### src/rtl/code_seg_scan_pkg.sv
// Shared definitions for the code-entry display scanner: active-high
// 7-segment glyphs and the classification of what a digit slot shows.
package code_seg_scan_pkg;

  // Segment order {dp,g,f,e,d,c,b,a}, active-high; dp never lit.
  localparam logic [7:0] SEG_BLANK  = 8'h00;
  localparam logic [7:0] SEG_CURSOR = 8'h08;

  // Hex glyphs indexed by nibble value: 0-9, A, b, C, d, E, F.
  localparam logic [15:0][7:0] HEX_GLYPH = {
    8'h71, 8'h79, 8'h5E, 8'h39, 8'h7C, 8'h77, 8'h6F, 8'h7F,
    8'h07, 8'h7D, 8'h6D, 8'h66, 8'h4F, 8'h5B, 8'h06, 8'h3F
  };

  // What the currently scanned digit position displays.
  typedef enum logic [1:0] {
    DIG_BLANK  = 2'd0,
    DIG_GLYPH  = 2'd1,
    DIG_CURSOR = 2'd2
  } dig_kind_e;

endpackage

### src/rtl/seg7_hex_decode.sv
// Combinational nibble to active-high 7-segment glyph lookup.
module seg7_hex_decode
  import code_seg_scan_pkg::*;
(
  input  logic [3:0] nibble,
  output logic [7:0] glyph
);

  // Table lookup; every nibble value has a defined glyph.
  always_comb begin
    glyph = HEX_GLYPH[nibble];
  end

endmodule

### src/rtl/code_seg_scan.sv
// Time-multiplexed 7-segment scanner for the switch code-entry path.
// A loaded code waits in pending registers and is only promoted to the
// displayed (shadow) copy at a frame boundary, so a frame never tears.
module code_seg_scan
  import code_seg_scan_pkg::*;
#(
  parameter int Byte         = 4,
  parameter int CLK_DIV      = 50000,
  parameter int DEAD         = 500,
  parameter int BLINK_FRAMES = 64,
  parameter int ACTIVE_LOW   = 1
) (
  input  logic              CLK,
  input  logic              RESET,
  input  logic [4*Byte-1:0] Code,
  input  logic [2:0]        Code_Bit,
  input  logic              Code_Load,
  output logic              Load_Ack,
  output logic [7:0]        Seg,
  output logic [Byte-1:0]   An
);

  localparam int SLOT_W = (CLK_DIV > 1) ? $clog2(CLK_DIV) : 1;
  localparam int DIG_W  = (Byte > 1) ? $clog2(Byte) : 1;
  localparam int FRM_W  = (BLINK_FRAMES > 1) ? $clog2(BLINK_FRAMES) : 1;

  localparam logic [SLOT_W-1:0] SLOT_LAST = SLOT_W'(CLK_DIV - 1);
  localparam logic [SLOT_W-1:0] SLOT_DEAD = SLOT_W'(DEAD);
  localparam logic [DIG_W-1:0]  DIG_LAST  = DIG_W'(Byte - 1);
  localparam logic [FRM_W-1:0]  FRM_LAST  = FRM_W'(BLINK_FRAMES - 1);
  localparam logic [2:0]        CNT_MAX   = (Byte > 7) ? 3'd7 : 3'(Byte);
  localparam logic              POL       = (ACTIVE_LOW != 0);

  // Saturate the entered-digit count at the number of display digits.
  function automatic logic [2:0] sat_count(input logic [2:0] cnt);
    if (32'(cnt) > 32'(Byte)) return CNT_MAX;
    return cnt;
  endfunction

  logic [SLOT_W-1:0] slot_cnt;
  logic [DIG_W-1:0]  dig_idx;
  logic [FRM_W-1:0]  frm_cnt;
  logic              blink_ph;
  logic              slot_wrap;
  logic              frame_end;

  logic              pend;
  logic [4*Byte-1:0] pend_code;
  logic [2:0]        pend_cnt;
  logic [4*Byte-1:0] shd_code;
  logic [2:0]        shd_cnt;

  logic [3:0]        nib_p0;
  logic [7:0]        glyph_p0;
  dig_kind_e         kind_p0;
  logic [7:0]        seg_p0;
  logic [Byte-1:0]   an_p0;

  assign slot_wrap = (slot_cnt == SLOT_LAST);
  assign frame_end = slot_wrap && (dig_idx == DIG_LAST);

  // Slot, digit, frame and blink counters.
  always_ff @(posedge CLK) begin
    if (RESET) begin
      slot_cnt <= '0;
      dig_idx  <= '0;
      frm_cnt  <= '0;
      blink_ph <= 1'b0;
    end else begin
      if (slot_wrap) begin
        slot_cnt <= '0;
        dig_idx  <= (dig_idx == DIG_LAST) ? '0 : dig_idx + 1'b1;
      end else begin
        slot_cnt <= slot_cnt + 1'b1;
      end
      if (frame_end) begin
        if (frm_cnt == FRM_LAST) begin
          frm_cnt  <= '0;
          blink_ph <= ~blink_ph;
        end else begin
          frm_cnt <= frm_cnt + 1'b1;
        end
      end
    end
  end

  // Pending payload capture; newest strobe wins, validity lives in pend.
  always_ff @(posedge CLK) begin
    if (Code_Load) begin
      pend_code <= Code;
      pend_cnt  <= sat_count(Code_Bit);
    end
  end

  // Pending flag, frame-boundary promotion to shadow copy, and ack pulse.
  // A strobe in the frame-end cycle re-arms pend, so its data waits a frame.
  always_ff @(posedge CLK) begin
    if (RESET) begin
      pend     <= 1'b0;
      shd_code <= '0;
      shd_cnt  <= '0;
      Load_Ack <= 1'b0;
    end else begin
      Load_Ack <= frame_end && pend;
      if (frame_end && pend) begin
        shd_code <= pend_code;
        shd_cnt  <= pend_cnt;
      end
      if (Code_Load) begin
        pend <= 1'b1;
      end else if (frame_end) begin
        pend <= 1'b0;
      end
    end
  end

  // Stage p0: select nibble and classify the digit under the scan.
  always_comb begin
    nib_p0 = '0;
    an_p0  = '0;
    for (int i = 0; i < Byte; i++) begin
      if (32'(dig_idx) == 32'(i)) begin
        nib_p0 = shd_code[4*i +: 4];
        an_p0[i] = (slot_cnt >= SLOT_DEAD);
      end
    end
    if (32'(dig_idx) < 32'(shd_cnt)) begin
      kind_p0 = DIG_GLYPH;
    end else if ((dig_idx == DIG_W'(shd_cnt)) && (32'(shd_cnt) < 32'(Byte)) && !blink_ph) begin
      kind_p0 = DIG_CURSOR;
    end else begin
      kind_p0 = DIG_BLANK;
    end
  end

  seg7_hex_decode u_dec (
    .nibble (nib_p0),
    .glyph  (glyph_p0)
  );

  // Glyph/cursor/blank selection for the scanned digit.
  always_comb begin
    seg_p0 = SEG_BLANK;
    case (kind_p0)
      DIG_GLYPH:  seg_p0 = glyph_p0;
      DIG_CURSOR: seg_p0 = SEG_CURSOR;
      default:    seg_p0 = SEG_BLANK;
    endcase
  end

  // Stage p1: registered outputs, board polarity applied only here.
  always_ff @(posedge CLK) begin
    if (RESET) begin
      An  <= {Byte{POL}};
      Seg <= {8{POL}};
    end else begin
      An  <= an_p0 ^ {Byte{POL}};
      Seg <= seg_p0 ^ {8{POL}};
    end
  end

endmodule

### config.mk
export PLATFORM = sky130hd
export DESIGN_NAME = code_seg_scan
export DESIGN_NICKNAME = d
export VERILOG_FILES = /design/src/rtl/code_seg_scan_pkg.sv /design/src/rtl/seg7_hex_decode.sv /design/src/rtl/code_seg_scan.sv
export SDC_FILE = /design/constraint.sdc
export NUM_CORES = 1
export LEC_CHECK = 0
export CORE_MARGIN = 2
export CORE_UTILIZATION = 40
export CTS_BUF_LIST = sky130_fd_sc_hd__clkbuf_8
export DETAILED_ROUTE_END_ITERATION = 8
export DONT_BUFFER_PORTS = 1
export PLACE_DENSITY = 0.52
export SETUP_SLACK_MARGIN = 0.4
export SLEW_MARGIN = 25
export SYNTH_ARGS = -nofsm -noshare
export SYNTH_HDL_FRONTEND = slang
export SYNTH_SLANG_ARGS = --single-unit
export TNS_END_PERCENT = 1
### constraint.sdc
create_clock -name CLK -period 3.3 [get_ports CLK]
set_input_delay 0.66 -clock CLK [delete_from_list [all_inputs] [get_ports CLK]]
set_output_delay 0.66 -clock CLK [all_outputs]
set_load 0.1 [all_outputs]
* Word-level counts from Yosys, hierarchy flattened
Memories as Yosys holds them, arrays and structs flattened. Cells that the tools add are included.
Word-level totals: register bits after elaboration 77, latch bits 0, bits in writable memories 0, bits in read-only memories 128, input bits 22, output and inout port bits 13, word-level logic and storage cells 61, memories kept 1
Cells by class: $add $sub $neg 3, multiply operators 0, div/mod/pow operators 0, order comparisons 5, equal/unequal tests 8, shift operators 0, multiplexer cells 20, bitwise logic cells 3, reduce and logical (&&, ||, !) cells 9
Memory list:
- (no name shown) | depth 16, bits a word 8, rd ports 1, clocked after memory_dff 0, write ports 0, line seg7_hex_decode.sv:11 | glyph = HEX_GLYPH[nibble];
Operators with widths (number):
- $add 16x1->16 const B | 1
- $eq 16x16->1 const B | 1
- $ge 16x9->1 const B | 1
- $mux 4 | 4
- $pmux 8 s2 | 1
- $mux 1 | 8
- $mux 8 | 1
- $not 8->8 | 1
- $add 6x1->6 const B | 1
- $eq 2x2->1 const B | 3
- $eq 6x6->1 const B | 1
- $mux 2 | 3
- $mux 3 | 2
- $mux 6 | 1
- $lt 4x5->1 const B | 1
- $eq 2x1->1 const B | 2
- $logic_and 1x1->1 | 4
- $not 4->4 | 1
- $gt 3x3->1 const B | 1
- $lt 2x3->1 | 1
- $lt 3x3->1 const B | 1
- $add 2x1->2 const B | 1
- $eq 2x2->1 | 1
- $logic_not 2->1 | 1
- other kinds (5) | 5

* Depth between registers and ports, before layout
Gate-level depths: netlist of run 1.
depth after elaboration 9, mapped depth 10, depth with buffers taken out 10

* Cells and area by module
A second synthesis of run 1 with hierarchy kept.
Second synthesis, totals: cells, all modules 352, area total of the unflattened synthesis 3414.5 sq um
Modules (own cells, without submodules):
- code_seg_scan | instances 1, cells each 317, area each 3113.0 sq um, sequential area each 1731.7 sq um
- seg7_hex_decode | instances 1, cells each 35, area each 301.5 sq um, sequential area each 0.0 sq um

* Least setup slack after synthesis of run 1
No wires, ideal clock.
path type register to register, start point reg dig_idx[0], end point reg Seg[6], library setup time 152 ps, arrival time 2214 ps, data required time 3148 ps, path slack 935 ps, stages on the path, launching flop included 11, path buffers 0, clock period less this slack 2365 ps, cells stage by stage dfxtp_1 inv_1 ha_1 nor2b_1 a221o_1 a22oi_1 inv_1 ha_1 and2b_1 a21oi_1 o221ai_1
On the way: longest elaborated chain between the ends 9, elaborated cells on any way between the ends 20, classes of those cells order compare: 1; eq/ne: 6; mux: 8; bitwise: 1; reduce/logical: 3; memory: 1
Ends and longest elaborated chain:
- start: declaration | line code_seg_scan.sv:41 | logic [DIG_W-1:0] dig_idx;
- start signal: assignment | line code_seg_scan.sv:72 | dig_idx <= (dig_idx == DIG_LAST) ? '0 : dig_idx + 1'b1;
- $logic_not 2->1 | line code_seg_scan.sv:122 | if (32'(dig_idx) == 32'(i)) begin
- $mux 4 (4 in series) | line code_seg_scan.sv:122
- $mem_v2 16x8
- $mux 8 (implied by the code) | line seg7_hex_decode.sv:11
- $pmux 8 s2 * | line code_seg_scan.sv:144 | case (kind_p0)
- $not 8->8 (no source line) *
- end signal: assignment | line code_seg_scan.sv:155 | Seg <= {8{POL}};
- end signal: assignment | line code_seg_scan.sv:158 | Seg <= seg_p0 ^ {8{POL}};
- end: declaration | line code_seg_scan.sv:19 | output logic [7:0] Seg,
Every way passes the cells marked *; elsewhere a longest branch is shown, timed or not. The select of a mux whose other input is x is not followed. A chain may end at the register's enable or synchronous reset.

* Worst setup path after layout of run 1
start point reg dig_idx[0], end point reg Seg[5]
The elaborated chain is that of the path after synthesis.

==> flow_summary.yaml, run 1 <==
timing:
  rsz0062_at_grt: "no"
  fmaxAchievable_mhz: 399
  slew_viol_final: 0
  skew_ns: 0.0174
  slew_headroom: 0.365
  final-setup-viol-count: 0
  finalCritPeriodShare: 0.759
  setup-tns-final_ns: 0
  worstMarginPinSlew_ns: 0.951
  fin_crit_ns: 2.51
  hold_violations: 0
power:
  powerDensity_nw_per_um2: 483
  p_leak_nw: 1.22
  ir_drop_uv: 210
detailed_routing:
  drtIter0Drc: 121
  drc: 0
  viasPerCell: 5.05
  drt-pass1-iter-count: 4
  ant_nets: 0
  wire_per_inst_um: 14.5
  vias: 2230
  totalWireLength_um: 6400
global_route:
  grt_pass1_vias: 2140
  antenna_found_initial: 0
  grt_max_degree: 33
  grt.total_usage: 0.159
  grt_pass1_wl_um: 10700
  gr-total-overflow: 0
synthesis:
  yosysSeqAreaShare: 0.530
  syn-num-nets: 369
  syn_inst: 332
  synth_area_per_cell_um2: 9.73
  yosys-top-cells-area: "dfxtp_1, edfxtp_1, nand2_1"
  synth_cell_type_count: 50
  ys_warn_count: 0
  synth_ff_type: "dfxtp_1"
  async_reset_ff_frac: 0
  syn_area_um2: 3230
  synth_edf_count: 19
  synth_top_area_frac: 0.353
  yosys_register_bits: 76
  yosys.area.top_type: "dfxtp_1"
layout:
  antenna_cells: 0
  final_cell_mix: "nand2_1, dfxtp_1, a21oi_1"
  final_common_cell: "nand2_1"
  area_growth_pct: 8.87
  num-fill-cells: 781
  fin_nets: 372
  layout-drive-gt1-share: 0.0706
  fin_util: 0.453
floorplan:
  fp.dieH_um: 93.9
  die_w_um: 93.9
  coreArea_um2: 7770
  io_pins: 35
  dieArea_um2: 8810
  initial_core_util: 0.416
  row_count: 32
clocking:
  hold_buffers: 0
  h-tree-depth: 3
  cts_buffers: 9
  cts_tree: "yes"
  cts_resized: 0
  postCtsSetupBuffers: 0
  clk_pin_slew_ns: 0.09
  clkLatencyLatePin_ns: 0.36
  cts-root-buf: "clkbuf_8"
  clock-sinks: 76
  clockBufferDepth: 2
critical_path:
  required_ns: 3.50
  worstPathArrival_ns: 2.71
  cp_max_fo: 6
  crit_path_end_kind: "flip-flop"
  startpoint_type: "flip-flop"
  crit_type: "reg2reg"
outcome:
  outcome: "finished clean"
placement:
  dp_hpwl_um: 4350
  io_buffer_count: 0
  place.gp.congestion: 0.793
run:
  cap_viol_max_count: 0
worst_hold_path:
  min_path_type: "in2reg"
[final cells by class]
cell class | instances | area, um^2 | area share
clock inverter | 6 | 52.6 | 0.0149
clock buffer | 10 | 138 | 0.0391
multi-input combinational | 234 | 1430 | 0.406
inverter | 12 | 45.0 | 0.0128
sequential | 76 | 1710 | 0.486
timing repair buffer | 2 | 15.0 | 0.00427
tap | 102 | 128 | 0.0363
[cell families (layout without fill, tap and decap cells)]
kind of cell | Yosys count | after routing | synth area share
other | 1 | 1 | 0.00116
and+or+nand+nor | 145 | 145 | 0.217
buffers and inverters | 22 | 30 | 0.0314
muxes | 3 | 3 | 0.00929
DFF | 76 | 76 | 0.530
AOI/OAI and AO/OA | 53 | 53 | 0.108
adders and majority gates | 15 | 15 | 0.0581
xor gates and xnor gates | 17 | 17 | 0.0461
[Yosys cell counts (all sizes together) (3+ instances only)]
master   n
nor2b    6
clkbuf   4
o21ai    3
nand3   14
xor2     9
o221ai   5
and3     8
nor3     5
buf      6
xnor2    8
nor2    26
nand2   66
ha      15
nand3b   3
edfxtp  19
mux2i    3
inv     12
dfxtp   57
a21oi   31
[through the flow]
step,cell area [um^2],worst slack (ns),instances,total power (W),hold WS [ns]
floorplan,3230,0.935,332,0.00103,0.432
global placement,3320,0.751,426,0.00103,0.437
detailed placement,3320,0.656,426,0.00103,0.447
CTS,3510,0.614,442,0.00172,0.346
global route,3520,0.573,442,0.00177,0.347
finish,3520,0.794,442,0.00170,0.367
[flip-flops by register name, indices dropped and copies added, names as in the netlist]
register / count
An: 4
Load_Ack: 1
Seg: 7
blink_ph: 1
dig_idx: 2
frm_cnt: 6
pend: 1
pend_cnt: 3
pend_code: 16
shd_cnt: 3
shd_code: 16
slot_cnt: 16
[power by group]
group | leakage (nW) | switching [W] | total [W] | internal (W)
logic | 0.479 | 0.0000125 | 0.0000176 | 0.00000518
registers | 0.646 | 0.0000141 | 0.000993 | 0.000978
clock network | 0.0918 | 0.000382 | 0.000688 | 0.000307
[critical path, stage by stage (launching register included)]
cell	delay [ns]
dfxtp_1	0.41
inv_1	0.10
ha_1	0.25
nor2b_1	0.16
a221o_1	0.31
a22oi_2	0.29
inv_1	0.15
ha_1	0.25
and2b_1	0.17
a21oi_1	0.12
o221ai_1	0.14
[worst paths after layout]
check	from	endpoint	slack (ns)	cells past startpoint
setup reg to reg	dig_idx[0]	Seg[5]	0.79	10
hold reg to reg	shd_code[15]	shd_code[15]	0.46	2
setup / recovery	dig_idx[0]	Seg[5]	0.79	10
hold / removal	RESET	frm_cnt[4]	0.37	1
[per-layer routing]
| metal | up-vias | global-route usage | share of wire |
|---|---|---|---|
| met2 | 44 | 0.220 | 0.41 |
| met5 | - | 0 | 0 |
| met3 | 9 | 0.0449 | 0.041 |
| li1 | 1157 | - | - |
| met4 | 0 | 0.0652 | 0.017 |
| met1 | 1020 | 0.230 | 0.53 |
Note: power is estimated with default switching activity, not from simulation.
==> run 2, diff against run 1 <==
--- a/config.mk
+++ b/config.mk
@@ -5,12 +5,13 @@
 export SDC_FILE = /design/constraint.sdc
 export NUM_CORES = 1
 export LEC_CHECK = 0
+export ABC_AREA = 1
 export CORE_MARGIN = 2
 export CORE_UTILIZATION = 40
 export CTS_BUF_LIST = sky130_fd_sc_hd__clkbuf_8
 export DETAILED_ROUTE_END_ITERATION = 8
 export DONT_BUFFER_PORTS = 1
-export PLACE_DENSITY = 0.52
+export PLACE_DENSITY = 0.54
 export SETUP_SLACK_MARGIN = 0.4
 export SLEW_MARGIN = 25
 export SYNTH_ARGS = -nofsm -noshare
==> constraint.sdc (replaced) <==
create_clock -name CLK -period 2.2 [get_ports CLK]
set_input_delay 0.44 -clock CLK [delete_from_list [all_inputs] [get_ports CLK]]
set_output_delay 0.44 -clock CLK [all_outputs]
set_load 0.1 [all_outputs]
==> flow_summary.yaml, run 2 <==
global_route:
  grt_pass1_vias: 2559
  grt_max_degree: 34
  gr-total-overflow: 0
  antenna_found_initial: 0
  grt.total_usage: 0.163
  grt_pass1_wl_um: 11500
placement:
  placed_cell_area_um2: 3640
  io_buffer_count: 0
  place.gp.congestion: 0.894
  dp_hpwl_um: 4830
layout:
  final_cell_mix: "nand2_1, dfxtp_1, a21oi_1"
  final_common_cell: "nand2_1"
  stdcell_area_um2: 4070
  seq_area_um2: 1720
  num-fill-cells: 798
  layout-drive-gt1-share: 0.208
  antenna_cells: 0
  top_regs: "pend_code: 16 flops, shd_code: 16 flops, slot_cnt: 16 flops"
  multiInputGateArea_um2: 1640
  fin_nets: 474
  area_growth_pct: 19.5
floorplan:
  fp.dieH_um: 96.3
  row_count: 33
  io_pins: 35
  dieArea_um2: 9270
  initial_core_util: 0.415
  die_w_um: 96.3
  coreArea_um2: 8220
critical_path:
  startpoint_type: "flip-flop"
  worst-path-buf-inv: 3
  path_cells: "inv_4 -> ha_4 -> a21oi_2 -> nand2_2 -> a21boi_4 -> inv_2 -> buf_6 -> ha_4 -> nand2_2 -> nand2_1 -> nand2_1 -> nand2_1 -> nand2_1 -> nand2_1"
  required_ns: 2.45
  crit_type: "reg2reg"
  crit_path_start: "dig_idx[1]"
  crit_family: "flip-flops"
  r2r_start: "dig_idx[1]"
  cp_max_fo: 6
  slowest_delay_ns: 0.42
  path_common_cell: "nand2_1"
  worstPathArrival_ns: 2.09
  slowest_stage: "dfxtp_4"
  crit_path_end_kind: "flip-flop"
clocking:
  clock-sinks: 76
  hold_buffers: 0
  cts_tree: "yes"
  clockBufferDepth: 2
  cts-root-buf: "clkbuf_8"
  h-tree-depth: 3
  cts_buffers: 9
  clkLatencyLatePin_ns: 0.35
  clk_pin_slew_ns: 0.08
detailed_routing:
  drt-pass1-iter-count: 4
  wire_per_inst_um: 13.0
  vias: 2718
  ant_nets: 0
  drtIter0Drc: 119
  drc: 0
  viasPerCell: 4.97
  totalWireLength_um: 7110
synthesis:
  syn-num-nets: 449
  yosys.cell_count.top_type: "nand2_1"
  yosys.area.top_type: "dfxtp_1"
  yosys-top-cells-area: "dfxtp_1, edfxtp_1, nand2_1"
  synth_area_per_cell_um2: 8.27
  syn_area_um2: 3410
  synth_edf_count: 19
  async_reset_ff_frac: 0
  yosysSeqAreaShare: 0.502
  synth_common_cells: "nand2_1, dfxtp_1, a21oi_1, inv_1, nor2_1"
  synth_cell_type_count: 31
  ys_warn_count: 0
  synth_ff_type: "dfxtp_1"
  synth_top_area_frac: 0.335
  syn_inst: 412
  yosys_register_bits: 76
worst_hold_path:
  min_path_type: "in2reg"
  min_from: "RESET"
power:
  powerDensity_nw_per_um2: 613
  p_leak_nw: 1.50
  ir_drop_uv: 422
run:
  cap_viol_max_count: 0
outcome:
  outcome: "finished clean"
timing:
  rsz0062_at_grt: "yes"
  hold_violations: 0
  fmaxAchievable_mhz: 544
  slew_viol_final: 0
  final-setup-viol-count: 0
  skew_ns: 0.00499
  finalCritPeriodShare: 0.836
  fin_crit_ns: 1.84
  setup-tns-final_ns: 0
[run 2: path summary, 6_finish.rpt]
kind                                     to  slack, ns  depth (start not counted)
worst max register to register       Seg[3]       0.36                         14
worst min-delay path             dig_idx[0]       0.14                          1
worst max-delay path                 Seg[3]       0.36                         14
worst min register to register  slot_cnt[0]       0.44                          1
[run 2: what timing repair did]
item | 4_1_cts | 5_1_grt
setup endpoints to repair | 40 | 46
pin swaps | 1 | 14
buffers inserted | 1 | 10
resized for setup | 5 | 41
cloned | 0 | 1
[run 2: per-layer routing]
metal,vias up,track usage,part of all wire
li1,1415,-,-
met1,1229,0.206,0.48
met2,56,0.259,0.46
met3,18,0.0368,0.038
met4,0,0.0857,0.028
met5,-,0,0
[run 2: power breakdown]
group,internal [W],switching (W)
logic,0.0000139,0.0000395
clock network,0.000413,0.000552
registers,0.00147,0.0000120
total,0.00189,0.000603
[run 2: cells by family (layout without fill, tap and decap cells)]
kind of cell | Yosys count | in the layout | share of synthesized area
buffers and inverters | 58 | 88 | 0.0709
other | 1 | 1 | 0.00110
DFF | 76 | 76 | 0.502
adders and majority gates | 15 | 15 | 0.0551
and+or+nand+nor | 194 | 194 | 0.258
xor gates and xnor gates | 6 | 6 | 0.0154
AOI/OAI and AO/OA | 62 | 62 | 0.0973
[run 2: layout make-up]
cell class	instances	area share
tap	105	0.0323
timing repair buffer	29	0.0563
sequential	76	0.423
clock inverter	7	0.0123
timing repair inverter	1	0.00184
clock buffer	9	0.0304
multi-input combinational	278	0.402
inverter	42	0.0421
[run 2: stage by stage]
step           std cells  power, W  worst slack (ns)   util  hold slack [ns]
2_1_floorplan        412   0.00156             0.416      -            0.430
3_3_place_gp         519   0.00156             0.294  0.443            0.440
3_5_place_dp         519   0.00156             0.220  0.443            0.447
4_1_cts              536   0.00253             0.301  0.467            0.140
5_1_grt              547   0.00260             0.267  0.495            0.124
6_report             547   0.00250             0.360  0.495            0.143
==> run 3, diff against run 2 <==
==> constraint.sdc (replaced) <==
create_clock -name CLK -period 1.6 [get_ports CLK]
set_input_delay 0.32 -clock CLK [delete_from_list [all_inputs] [get_ports CLK]]
set_output_delay 0.32 -clock CLK [all_outputs]
set_load 0.1 [all_outputs]
==> flow_summary.yaml, run 3 (synthesized netlist as in run 2, its figures left out) <==
critical_path:
  worst-path-buf-inv: 2
  crit_path_end_kind: "flip-flop"
  startpoint_type: "flip-flop"
  required_ns: 1.83
  slowest_delay_ns: 0.41
  worst-path-stages: 13
  ff2ff_path_depth: 13
  crit_family: "simple AND/OR/NAND/NOR gates"
  crit_type: "reg2reg"
  cp_max_fo: 5
  worstPathArrival_ns: 2.01
  path_cells: "inv_4 -> ha_4 -> a21oi_2 -> nand2_2 -> a21boi_4 -> inv_2 -> ha_2 -> nand3_2 -> nand2_1 -> nand2_1 -> nand2_1 -> nand2_1 -> nand2_1"
  slowest_stage: "dfxtp_4"
  path_common_cell: "nand2_1"
timing:
  hold_violations: 0
  rsz0062_at_grt: "yes"
  slew_viol_final: 0
  setup_slack_ns: -0.177
  fmaxAchievable_mhz: 563
  final-setup-viol-count: 7
  setup-tns-final_ns: -0.932
  fin_crit_ns: 1.78
  skew_ns: 0.0144
  finalCritPeriodShare: 1.11
placement:
  post-place-ws_ns: -0.226
  io_buffer_count: 0
  place.gp.congestion: 0.838
  dp_hpwl_um: 5130
  place_inst: 551
global_route:
  gr-total-overflow: 0
  grt_max_degree: 34
  grt_pass1_vias: 2579
  grt_pass1_wl_um: 11700
  grt.total_usage: 0.164
  antenna_found_initial: 0
layout:
  fin_nets: 498
  final_common_cell: "nand2_1"
  instances_no_fill: 571
  fin_util: 0.561
  layout-drive-gt1-share: 0.350
  final_cell_mix: "nand2_1, dfxtp_1, buf_4"
  area_growth_pct: 35.2
  num-fill-cells: 745
  top_regs: "pend_code: 16 flops, shd_code: 16 flops, slot_cnt: 16 flops"
  antenna_cells: 0
floorplan:
  dieArea_um2: 9270
  coreArea_um2: 8220
  io_pins: 35
  row_count: 33
  die_w_um: 96.3
  initial_core_util: 0.415
  fp.dieH_um: 96.3
detailed_routing:
  drc: 0
  drt-pass1-iter-count: 4
  viasPerCell: 4.91
  ant_nets: 0
  vias: 2806
  drtIter0Drc: 112
  wire_per_inst_um: 12.4
  totalWireLength_um: 7100
worst_hold_path:
  hold_path_depth: 1
  min_path_type: "in2reg"
clocking:
  h-tree-depth: 3
  clockBufferDepth: 2
  cts_tree: "yes"
  clkLatencyLatePin_ns: 0.35
  cts-root-buf: "clkbuf_8"
  clock-sinks: 76
  clk_pin_slew_ns: 0.09
  cts_buffers: 9
  hold_buffers: 0
power:
  ir_drop_uv: 744
  p_comb_frac: 0.027
  powerDensity_nw_per_um2: 778
  p_int_w: 0.00278
  seqPwrFrac: 0.568
  sw_frac_of_total: 0.224
  p_leak_nw: 1.77
  total_power_w: 0.00359
  clkPwrFrac: 0.405
  p_sw_w: 0.000803
outcome:
  outcome: "finished with violations"
  violations: "negative setup slack"
run:
  cap_viol_max_count: 0
-- run 3: what timing repair did --
item / in CTS / in global routing
pin swaps: 31 / 22
gates resized for setup: 61 / 68
cloned: 0 / 0
setup endpoints to repair: 69 / 69
setup buffers: 1 / 3
-- run 3: through the flow --
stage / instance area, um^2 / hold slack (ns)
2_1_floorplan: 3500 / 0.419
3_3_place_gp: 3930 / 0.391
3_5_place_dp: 3930 / 0.399
4_1_cts: 4330 / 0.0179
5_1_grt: 4610 / 0.00694
6_report: 4610 / 0.0334
-- run 3: cell type report --
cell class,instances,area (um^2),share of cell area
clock buffer,9,124,0.0269
clock inverter,7,72.6,0.0158
inverter,42,163,0.0353
multi-input combinational,278,1790,0.389
sequential,76,1730,0.376
tap,105,131,0.0285
timing repair buffer,54,591,0.128
-- run 3: worst paths after layout --
path              slack, ns        to  startpoint
setup reg to reg      -0.18    Seg[3]  dig_idx[1]
hold / removal         0.03  Load_Ack       RESET
setup / recovery      -0.18    Seg[3]  dig_idx[1]
hold reg to reg        0.46  blink_ph    blink_ph
-- run 3: power groups by stage --
| stage | Sequential, W | Combinational (W) | Clock [W] |
|---|---|---|---|
| after floorplan | 0.00208 | 0.0000588 | 0 |
| after global placement | 0.00207 | 0.0000805 | 0 |
| final | 0.00204 | 0.0000967 | 0.00145 |
| after CTS | 0.00203 | 0.0000908 | 0.00152 |
| after global routing | 0.00204 | 0.000107 | 0.00159 |
| after detailed placement | 0.00208 | 0.0000821 | 0 |
-- run 3: worst reg2reg max path: cells and delay by family, from the launching register on --
| kind | cells | cell delay, ns |
|---|---|---|
| buffers and inverters | 2 | 0.14 |
| AOI/OAI and AO/OA | 2 | 0.33 |
| DFF | 1 | 0.41 |
| and+or+nand+nor | 7 | 0.43 |
| adders and majority gates | 2 | 0.35 |
-- run 3: per-layer routing --
| layer | wire length (um) | vias to the layer above | global-route usage |
|---|---|---|---|
| li1 | - | 1463 | - |
| met1 | 3450 | 1280 | 0.216 |
| met2 | 3330 | 55 | 0.259 |
| met3 | 217 | 8 | 0.0329 |
| met4 | 102 | 0 | 0.0775 |
| met5 | 0 | - | 0 |
